$ cat config.mk
export PLATFORM = sky130hd
export DESIGN_NAME = parking_sensor_conditioner
export DESIGN_NICKNAME = d
export VERILOG_FILES = /design/src/rtl/parking_pkg.sv /design/src/rtl/sensor_debouncer.sv /design/src/rtl/parking_sensor_conditioner.sv
export SDC_FILE = /design/constraint.sdc
export NUM_CORES = 1
export LEC_CHECK = 0
export CAP_MARGIN = 10
export CORE_MARGIN = 2
export CORE_UTILIZATION = 40
export CTS_CLUSTER_DIAMETER = 60
export DETAILED_ROUTE_END_ITERATION = 10
export PLACE_DENSITY = 0.64
export SYNTH_ARGS = -nofsm -noshare
export SYNTH_HDL_FRONTEND = slang
export SYNTH_HIERARCHICAL = 1
export SYNTH_SLANG_ARGS = --single-unit
$ cat constraint.sdc
create_clock -name clk -period 5.01 [get_ports clk]
set_input_delay 1.002 -clock clk [delete_from_list [all_inputs] [get_ports clk]]
set_output_delay 1.002 -clock clk [all_outputs]
set_load 0.01 [all_outputs]
$ cat src/rtl/parking_pkg.sv
// rtl/parking_pkg.sv - shared slot width, slot count and issuer state encoding
package parking_pkg;

  // Slot index width, shared with the parking controller
  localparam int SLOT_W        = 4;
  localparam int NUM_SLOTS_DEF = 4;

  typedef enum logic [1:0] {
    IDLE    = 2'd0,
    ISSUE   = 2'd1,
    HOLDOFF = 2'd2
  } issuer_state_t;

  // A slot index is usable only if it names an existing slot
  function automatic logic slot_valid(input logic [SLOT_W-1:0] slot, input int num_slots);
    return 32'(slot) < num_slots;
  endfunction

endpackage

$ cat src/rtl/sensor_debouncer.sv
// rtl/sensor_debouncer.sv - 2-flop synchroniser, debounce counter and rise pulse
module sensor_debouncer #(
  parameter int DEBOUNCE_CYCLES = 16
) (
  input  logic clk,
  input  logic reset,
  input  logic raw,
  output logic rise
);

  localparam int CW = $clog2(DEBOUNCE_CYCLES + 1);

  logic          sync1;
  logic          sync2;
  logic          level;
  logic [CW-1:0] count;

  // Synchronise, then accept a level change only after it has persisted;
  // rise fires on the same edge the debounced level goes 0->1.
  always_ff @(posedge clk) begin
    if (reset) begin
      sync1 <= 1'b0;
      sync2 <= 1'b0;
      level <= 1'b0;
      count <= '0;
      rise  <= 1'b0;
    end else begin
      sync1 <= raw;
      sync2 <= sync1;
      rise  <= 1'b0;
      if (sync2 != level) begin
        if (count == CW'(DEBOUNCE_CYCLES - 1)) begin
          level <= sync2;
          count <= '0;
          rise  <= sync2;
        end else begin
          count <= count + CW'(1);
        end
      end else begin
        count <= '0;
      end
    end
  end

endmodule

$ cat src/rtl/parking_sensor_conditioner.sv
// rtl/parking_sensor_conditioner.sv - debounced, serialised entry/exit requests for the parking controller
module parking_sensor_conditioner
  import parking_pkg::*;
#(
  parameter int DEBOUNCE_CYCLES = 16,
  parameter int HOLDOFF_CYCLES  = 8,
  parameter int NUM_SLOTS       = NUM_SLOTS_DEF
) (
  input  logic              clk,
  input  logic              reset,
  input  logic              entry_raw,
  input  logic              exit_raw,
  input  logic [SLOT_W-1:0] exit_slot_raw,
  output logic              entry_sensor,
  output logic              exit_sensor,
  output logic [SLOT_W-1:0] exit_slot,
  output logic              exit_slot_err,
  output logic              busy
);

  localparam int HW = $clog2(HOLDOFF_CYCLES + 1);

  logic              entry_rise;
  logic              exit_rise;
  logic [SLOT_W-1:0] slot_s1;
  logic [SLOT_W-1:0] slot_s2;
  logic [SLOT_W-1:0] slot_q;
  logic [SLOT_W-1:0] slot_pend;
  logic              entry_pend;
  logic              exit_pend;
  logic [HW-1:0]     hold_cnt;
  issuer_state_t     state;
  logic              can_launch;

  sensor_debouncer #(.DEBOUNCE_CYCLES(DEBOUNCE_CYCLES)) u_entry_db (
    .clk   (clk),
    .reset (reset),
    .raw   (entry_raw),
    .rise  (entry_rise)
  );

  sensor_debouncer #(.DEBOUNCE_CYCLES(DEBOUNCE_CYCLES)) u_exit_db (
    .clk   (clk),
    .reset (reset),
    .raw   (exit_raw),
    .rise  (exit_rise)
  );

  // Slot bits are synchronised like the buttons; slot_q lags one stage so it
  // holds the value sampled on the edge where the exit level rose.
  always_ff @(posedge clk) begin
    if (reset) begin
      slot_s1 <= '0;
      slot_s2 <= '0;
      slot_q  <= '0;
    end else begin
      slot_s1 <= exit_slot_raw;
      slot_s2 <= slot_s1;
      slot_q  <= slot_s2;
    end
  end

  // The last hold-off cycle decides the next request directly, so back-to-back
  // requests are exactly HOLDOFF_CYCLES+1 cycles apart.
  assign can_launch = (state == IDLE) ||
                      ((state == HOLDOFF) && (hold_cnt == HW'(HOLDOFF_CYCLES - 1)));

  // Pending flags and issuer: single-depth capture, entry has fixed priority.
  always_ff @(posedge clk) begin
    if (reset) begin
      state         <= IDLE;
      hold_cnt      <= '0;
      entry_pend    <= 1'b0;
      exit_pend     <= 1'b0;
      slot_pend     <= '0;
      entry_sensor  <= 1'b0;
      exit_sensor   <= 1'b0;
      exit_slot     <= '0;
      exit_slot_err <= 1'b0;
    end else begin
      entry_sensor  <= 1'b0;
      exit_sensor   <= 1'b0;
      exit_slot_err <= 1'b0;

      if (entry_rise && !entry_pend) begin
        entry_pend <= 1'b1;
      end
      if (exit_rise) begin
        if (slot_valid(slot_q, NUM_SLOTS)) begin
          if (!exit_pend) begin
            exit_pend <= 1'b1;
            slot_pend <= slot_q;
          end
        end else begin
          exit_slot_err <= 1'b1;
        end
      end

      if (can_launch) begin
        if (entry_pend) begin
          state        <= ISSUE;
          entry_sensor <= 1'b1;
          entry_pend   <= 1'b0;
        end else if (exit_pend) begin
          state       <= ISSUE;
          exit_sensor <= 1'b1;
          exit_pend   <= 1'b0;
          exit_slot   <= slot_pend;
        end else begin
          state <= IDLE;
        end
      end else if (state == ISSUE) begin
        state    <= HOLDOFF;
        hold_cnt <= '0;
      end else if (state == HOLDOFF) begin
        hold_cnt <= hold_cnt + HW'(1);
      end else begin
        state <= IDLE;
      end
    end
  end

  assign busy = (state != IDLE) | entry_pend | exit_pend;

endmodule

==> key figures, run 1 <==
Outcome
  – Status: finished clean

Clock tree
  – CTS Root Cell: clkbuf_8
  – Worst-skew pair later-pin latency: 0.29 ns
  – Post-cts sizing count: 0
  – Clk buf depth: 2
  – CTS tree: yes
  – Max H-tree Level: 2
  – Clock transition at path regs: 0.08 ns
  – Clock sinks: 49
  – Post CTS Setup Buffer Count: 0
  – CTS buffer count: 5
  – CTS Hold Bufs: 0

Setup path
  – Setup crit start kind: flip-flop
  – Cell at the slowest stage of the critical path: clkdlybuf4s50_1
  – CP dominant cell by count: inv_1
  – Critical Path Fanout Max: 6
  – CP required: 4.01 ns
  – Reg2Reg Setup Slack: 3.18 ns
  – CP max stage delay: 0.49 ns
  – Depth of the worst register-to-register path: 5
  – Critical Path Sink Type: primary output
  – Worst reg2reg startpoint: state[0]$_SDFFE_PP0P_
  – CP cell instances: inv_1 > ha_1 > inv_1 > or3_1 > clkdlybuf4s50_1
  – FF-to-FF End: hold_cnt[2]$_SDFFE_PP0P_
  – Critical path class: reg2out
  – CP arrival: 1.95 ns

Timing
  – Final setup fails: 0
  – Worst-Margin Slew: 0.805 ns
  – RSZ-0062 raised after global routing: no
  – Final WS setup: 2.05 ns
  – Final period utilization: 59.0%
  – Setup TNS: 0 ns
  – Tmin final: 2.96 ns
  – Final hold violation count: 0
  – Max Freq: 338 MHz
  – Worst Skew: 0.00356 ns
  – Relative slew slack: 46.2%
  – Final Max Slew Viols: 0

Yosys
  – Syn Nets: 187
  – Register bit total from synthesis: 49
  – Sequential area share after synthesis: 54.3%
  – Yosys warns: 6
  – Avg Inst Size Synth: 10.6 sq um
  – Area contributors post-synth: dfxtp_1 54%, nor2b_1 6.2%, ha_1 5.5%
  – Yosys top cell area share: 54.3%
  – Mapped cell area: 1810 sq um
  – Synth unique cells: 38
  – Post-synth top area cell: dfxtp_1
  – Post-Synthesis Cells: 171

GRT
  – Largest net degree at the start of global routing: 26
  – Tot GR Track Use: 12.6%
  – Initial antenna violation count: 0
  – Total gr overflow: 0
  – First-pass GRT wire length: 4.98 mm
  – Vias in the first global route: 1199

Flow run
  – Max Cap Viol: 0

Die
  – Initial Util: 41.5%
  – CORE AREA: 4350 sq um
  – Std cell rows: 24
  – IO Pins: 16
  – Die area: 5070 sq um
  – Die width: 71.2 um
  – Die Ht: 71.2 um

Drt
  – DRT iter0 DRCs: 67
  – Antenna Nets Post-Route: 0
  – # DRC: 0
  – Via/cell ratio: 4.92
  – Vias: 1190
  – Drt first pass iters: 6
  – Avg WL per Cell: 11.7 um
  – Wirelength, routed: 2.82 mm

Worst hold path
  – Hold Path End: slot_s2[2]$_SDFF_PP0_
  – Hold path start: slot_s1[2]$_SDFF_PP0_
  – WHS Path Cells: 1
  – Hold Path Class: reg2reg

Pwr
  – PwrDens: 303 nW/um^2
  – VDD IR max: 0.134 mV
  – P_leak: 0.755 nW

Place
  – Setup WS pre-CTS: 2.14 ns
  – Placed cell areas: 2000 sq um
  – I/O Buffers: 15
  – Gpl congestion: 0.723
  – Detailed placement HPWL: 2.04 mm

Layout
  – Total Nets Final: 205
  – Final instance area: 2080 sq um
  – Fillers: 399
  – Fraction of layout cells with a size suffix above 1: 6.32%
  – Antenna diodes: 0
  – Area Growth Syn to Fin: 15.2%
[cell usage after synthesis (all sizes together)]
| cell | number |
|---|---|
| clkbuf | 2 |
| xnor2 | 4 |
| and4b | 1 |
| o21ai | 2 |
| nand4b | 1 |
| dfxtp | 49 |
| a31oi | 1 |
| nand3 | 4 |
| a21oi | 5 |
| mux2i | 8 |
| or4b | 3 |
| nand4 | 1 |
| nand2b | 9 |
| nor4b | 1 |
| o22ai | 1 |
| inv | 8 |
| nor2 | 20 |
| and2 | 2 |
| and3 | 2 |
| or4 | 1 |
| a41oi | 1 |
| ha | 8 |
| o211a | 1 |
| or3 | 3 |
| nand2 | 2 |
| nor2b | 18 |
| o31ai | 1 |
| nor3b | 1 |
| buf | 3 |
| nor3 | 1 |
| and4bb | 2 |
| xor2 | 2 |
| a211oi | 2 |
| nand3b | 1 |
[how the worst max path moves through the flow]
stage               slack, ns                  start                              to  depth (start not counted)
finish                   2.05  state[1]$_SDFFE_PP0P_                            busy                          5
global route             1.95  state[0]$_SDFFE_PP0P_                            busy                          5
CTS                      2.06  state[0]$_SDFFE_PP0P_                            busy                          5
detailed placement       2.14                  reset  u_entry_db/count[3]$_SDFF_PP0_                          4
global placement         2.24                  reset  u_entry_db/count[2]$_SDFF_PP0_                          4
floorplan                2.95  state[0]$_SDFFE_PP0P_                            busy                          4
[cell type report]
class	count	area, sq um	share of cell area [%]
inverters	8	30.0	1.44
repair buffers	16	158	7.57
multi-input cells	109	769	36.9
well taps	52	65.1	3.12
flip-flops and latches	49	981	47.1
clock buffers	8	80.1	3.84
[per-layer routing]
layer | up-vias | track usage (%) | part of all wire [%]
li1 | 606 | - | -
met1 | 549 | 14.6 | 45
met2 | 27 | 20.0 | 49
met3 | 8 | 3.80 | 3.7
met4 | 0 | 8.39 | 2.2
met5 | - | 0 | 0
[layout by cell type, fill, tap and decap left out, types with 2 or more instances in the layout]
cell type and count:
clkdlybuf4s50_1 15, clkbuf_1 3, nor2_1 20, o21ai_0 2, and2_1 2, xor2_1 2
inv_1 8, a211oi_1 2, clkbuf_8 5, and4bb_2 2, nand2b_1 9, mux2i_1 8
ha_1 8, dfxtp_1 49, nor2b_1 18, or4b_1 2, nand3_1 4, nand2_1 2
and3_1 2, or3_4 2, xnor2_1 4, a21oi_1 5
[cells by family (layout without fill, tap and decap cells)]
family	after synthesis	after routing	synth area share [%]
AOI/OAI and AO/OA	14	14	4.91
xor gates and xnor gates	6	6	2.91
adders and majority gates	8	8	5.54
buffers and inverters	13	32	3.18
DFF	49	49	54.3
muxes	8	8	4.43
and+or+nand+nor	73	73	24.8
[sequential cells by signal, summed over array words and instances (netlist names), 2 cells and up]
register	flops
slot_q	4
slot_pend	4
slot_s1	4
u_exit_db/count	5
state	2
hold_cnt	4
slot_s2	4
exit_slot	4
u_entry_db/count	5
[per-stage QoR]
stage	power, mW	hold WS [ns]	util [%]	instances
3_3_place_gp	0.427	0.421	46.0	234
2_1_floorplan	0.418	0.414	-	171
3_5_place_dp	0.428	0.422	46.0	234
5_1_grt	0.660	0.459	47.8	242
6_report	0.632	0.438	47.8	242
4_1_cts	0.641	0.441	47.8	242
[critical path, delay by kind of cell (launching register included)]
kind	cells	cell delay, ns
buffers and inverters	3	0.71
AND/OR/NAND/NOR	1	0.39
flip-flops	1	0.33
adder cells (fa/ha/maj)	1	0.22
[report_power, final]
| part | switching [mW] | internal [mW] | total, mW |
|---|---|---|---|
| clock | 0.114 | 0.0992 | 0.213 |
| combinational | 0.00796 | 0.0117 | 0.0197 |
| sequential | 0.00280 | 0.396 | 0.398 |
| total | 0.125 | 0.507 | 0.632 |
Note: power is estimated with default switching activity, not from simulation.
==> run 2: changes to the inputs <==
Settings changed: PLACE_DENSITY 0.64 to 0.66.
Clock period 5.01 ns to 2.6 ns, I/O delays scaled along.
==> key figures, run 2 (same netlist as run 1, synthesis figures left out) <==
Outcome
  – Status: finished clean

Clock tree
  – Post-cts sizing count: 0 (unchanged)
  – CTS buffer count: 5 (unchanged)
  – Clk buf depth: 2 (unchanged)
  – CTS tree: yes
  – CTS Hold Bufs: 0 (unchanged)
  – Max H-tree Level: 2 (unchanged)
  – Clock transition at path regs: 0.09 ns (about the same)
  – Worst-skew pair later-pin latency: 0.30 ns (about the same)
  – Post CTS Setup Buffer Count: 0 (unchanged)
  – Clock sinks: 49 (unchanged)
  – CTS Root Cell: clkbuf_8

Worst hold path
  – WHS Path Cells: 1 (unchanged)
  – Hold Path End: slot_q[1]$_SDFF_PP0_
  – Hold path start: slot_s2[1]$_SDFF_PP0_
  – Hold Path Class: reg2reg

Setup path
  – Critical Path Fanout Max: 6 (unchanged)
  – Worst reg2reg startpoint: state[0]$_SDFFE_PP0P_
  – Reg2Reg Setup Slack: 0.81 ns (-2.37 ns)
  – CP arrival: 1.91 ns (-0.04 ns)
  – Critical path class: reg2out
  – FF-to-FF End: hold_cnt[2]$_SDFFE_PP0P_
  – Setup crit start kind: flip-flop
  – Critical Path Sink Type: primary output
  – CP required: 2.08 ns (-1.93 ns)
  – Depth of the worst register-to-register path: 5 (unchanged)

Drt
  – Avg WL per Cell: 11.6 um (-0.45%)
  – DRT iter0 DRCs: 37 (-45%)
  – Wirelength, routed: 2.82 mm (about the same)
  – Vias: 1171 (-1.6%)
  – Drt first pass iters: 3 (-3)
  – Antenna Nets Post-Route: 0 (unchanged)
  – Via/cell ratio: 4.82 (-2.0%)
  – # DRC: 0 (unchanged)

Layout
  – Commonest non-fill, non-tap cell in the layout: dfxtp_1
  – Core Util, Final: 48.2% (+0.32 points)
  – Total Nets Final: 206 (+0.49%)
  – Antenna diodes: 0 (unchanged)
  – Area Growth Syn to Fin: 16.0%
  – Cell Count, Final, Fillers Out: 243 (+0.41%)
  – Fillers: 405 (+1.5%)
  – Largest registers: u_entry_db/count: 5 flops, u_exit_db/count: 5 flops
  – Fraction of layout cells with a size suffix above 1: 7.85% (+1.5 points)
  – Most frequent cells in the layout: 49 x dfxtp_1, 20 x nor2_1, 18 x nor2b_1

GRT
  – Vias in the first global route: 1135 (-5.3%)
  – First-pass GRT wire length: 5.11 mm (+2.5%)
  – Total gr overflow: 0 (unchanged)
  – Tot GR Track Use: 12.9% (+0.31 points)
  – Largest net degree at the start of global routing: 22 (-15%)
  – Initial antenna violation count: 0 (unchanged)

Die
  – Std cell rows: 24 (unchanged)
  – IO Pins: 16 (unchanged)
  – Initial Util: 41.5% (unchanged)
  – Die area: 5070 sq um (unchanged)
  – CORE AREA: 4350 sq um (unchanged)
  – Die Ht: 71.2 um (unchanged)
  – Die width: 71.2 um (unchanged)

Place
  – I/O Buffers: 15 (unchanged)
  – Placed Instances: 235 (+0.43%)
  – Setup WS pre-CTS: 0.507 ns (-1.63 ns)
  – Gpl congestion: 0.653 (-9.6%)
  – Detailed placement HPWL: 2.06 mm (+1.1%)

Timing
  – Worst Skew: 0.00422 ns (+0.000668 ns)
  – Relative slew slack: 59.8% (+14 points)
  – Worst-Margin Slew: 0.602 ns (-0.203 ns)
  – Final Max Slew Viols: 0 (unchanged)
  – Tmin final: 2.43 ns
  – Final setup fails: 0 (unchanged)
  – Setup TNS: 0 ns (unchanged)
  – Final hold violation count: 0 (unchanged)
  – RSZ-0062 raised after global routing: no
  – Final WS setup: 0.172 ns (-1.88 ns)
  – Final period utilization: 93.4%
  – Max Freq: 412 MHz
  – Worst hold slack: 0.440 ns (+0.00129 ns)

Pwr
  – VDD IR max: 0.276 mV (+110%)
  – P_leak: 0.766 nW (+1.4%)
  – PwrDens: 594 nW/um^2 (+96%)

Flow run
  – Max Cap Viol: 0 (unchanged)
run 2: metrics by stage:
stage / total power [mW] / instance area, sq um
after floorplan: 0.806 / 1810
after global placement: 0.824 / 2010
after detailed placement: 0.826 / 2010
after CTS: 1.27 / 2100
after global routing: 1.30 / 2100
final: 1.25 / 2100
run 2: metal layers:
metal / vias to the layer above / global-route usage, % / part of all wire (%)
met3: 8 / 3.66 / 3.3
met2: 15 / 21.1 / 50
li1: 606 / - / -
met5: - / 0 / 0
met1: 542 / 15.0 / 44
met4: 0 / 7.34 / 2.5
run 2: cell type report:
type                            count  area (sq um)  area share (%)
Sequential cell                    49           981            46.8
Clock inverter                      2          13.8           0.656
Multi-Input combinational cell    109           769            36.7
Clock buffer                        6          72.6            3.46
Timing Repair Buffer               17           165            7.88
Inverter                            8          30.0            1.43
Tap cell                           52          65.1            3.10
run 2: worst max-delay path by stage:
stage               depth (start not counted)                  endpoint  slack (ns)             startpoint
detailed placement                          5                      busy        0.51  state[0]$_SDFFE_PP0P_
global placement                            5                      busy        0.57  state[0]$_SDFFE_PP0P_
finish                                      5                      busy        0.17  state[0]$_SDFFE_PP0P_
floorplan                                   5  hold_cnt[2]$_SDFFE_PP0P_        0.96  state[0]$_SDFFE_PP0P_
global route                                5                      busy        0.08  state[0]$_SDFFE_PP0P_
CTS                                         5                      busy        0.16  state[0]$_SDFFE_PP0P_
run 2: worst max-delay path: stages (launching register included):
cell and delay, ns:
dfxtp_1 0.33, inv_1 0.08, ha_1 0.21, inv_1 0.12, or3_1 0.38, clkdlybuf4s50_1 0.48
run 2: report_power, final:
part,internal (mW),total (mW),switching (mW)
registers,0.762,0.768,0.00559
clock network,0.192,0.439,0.247
logic,0.0235,0.0394,0.0159
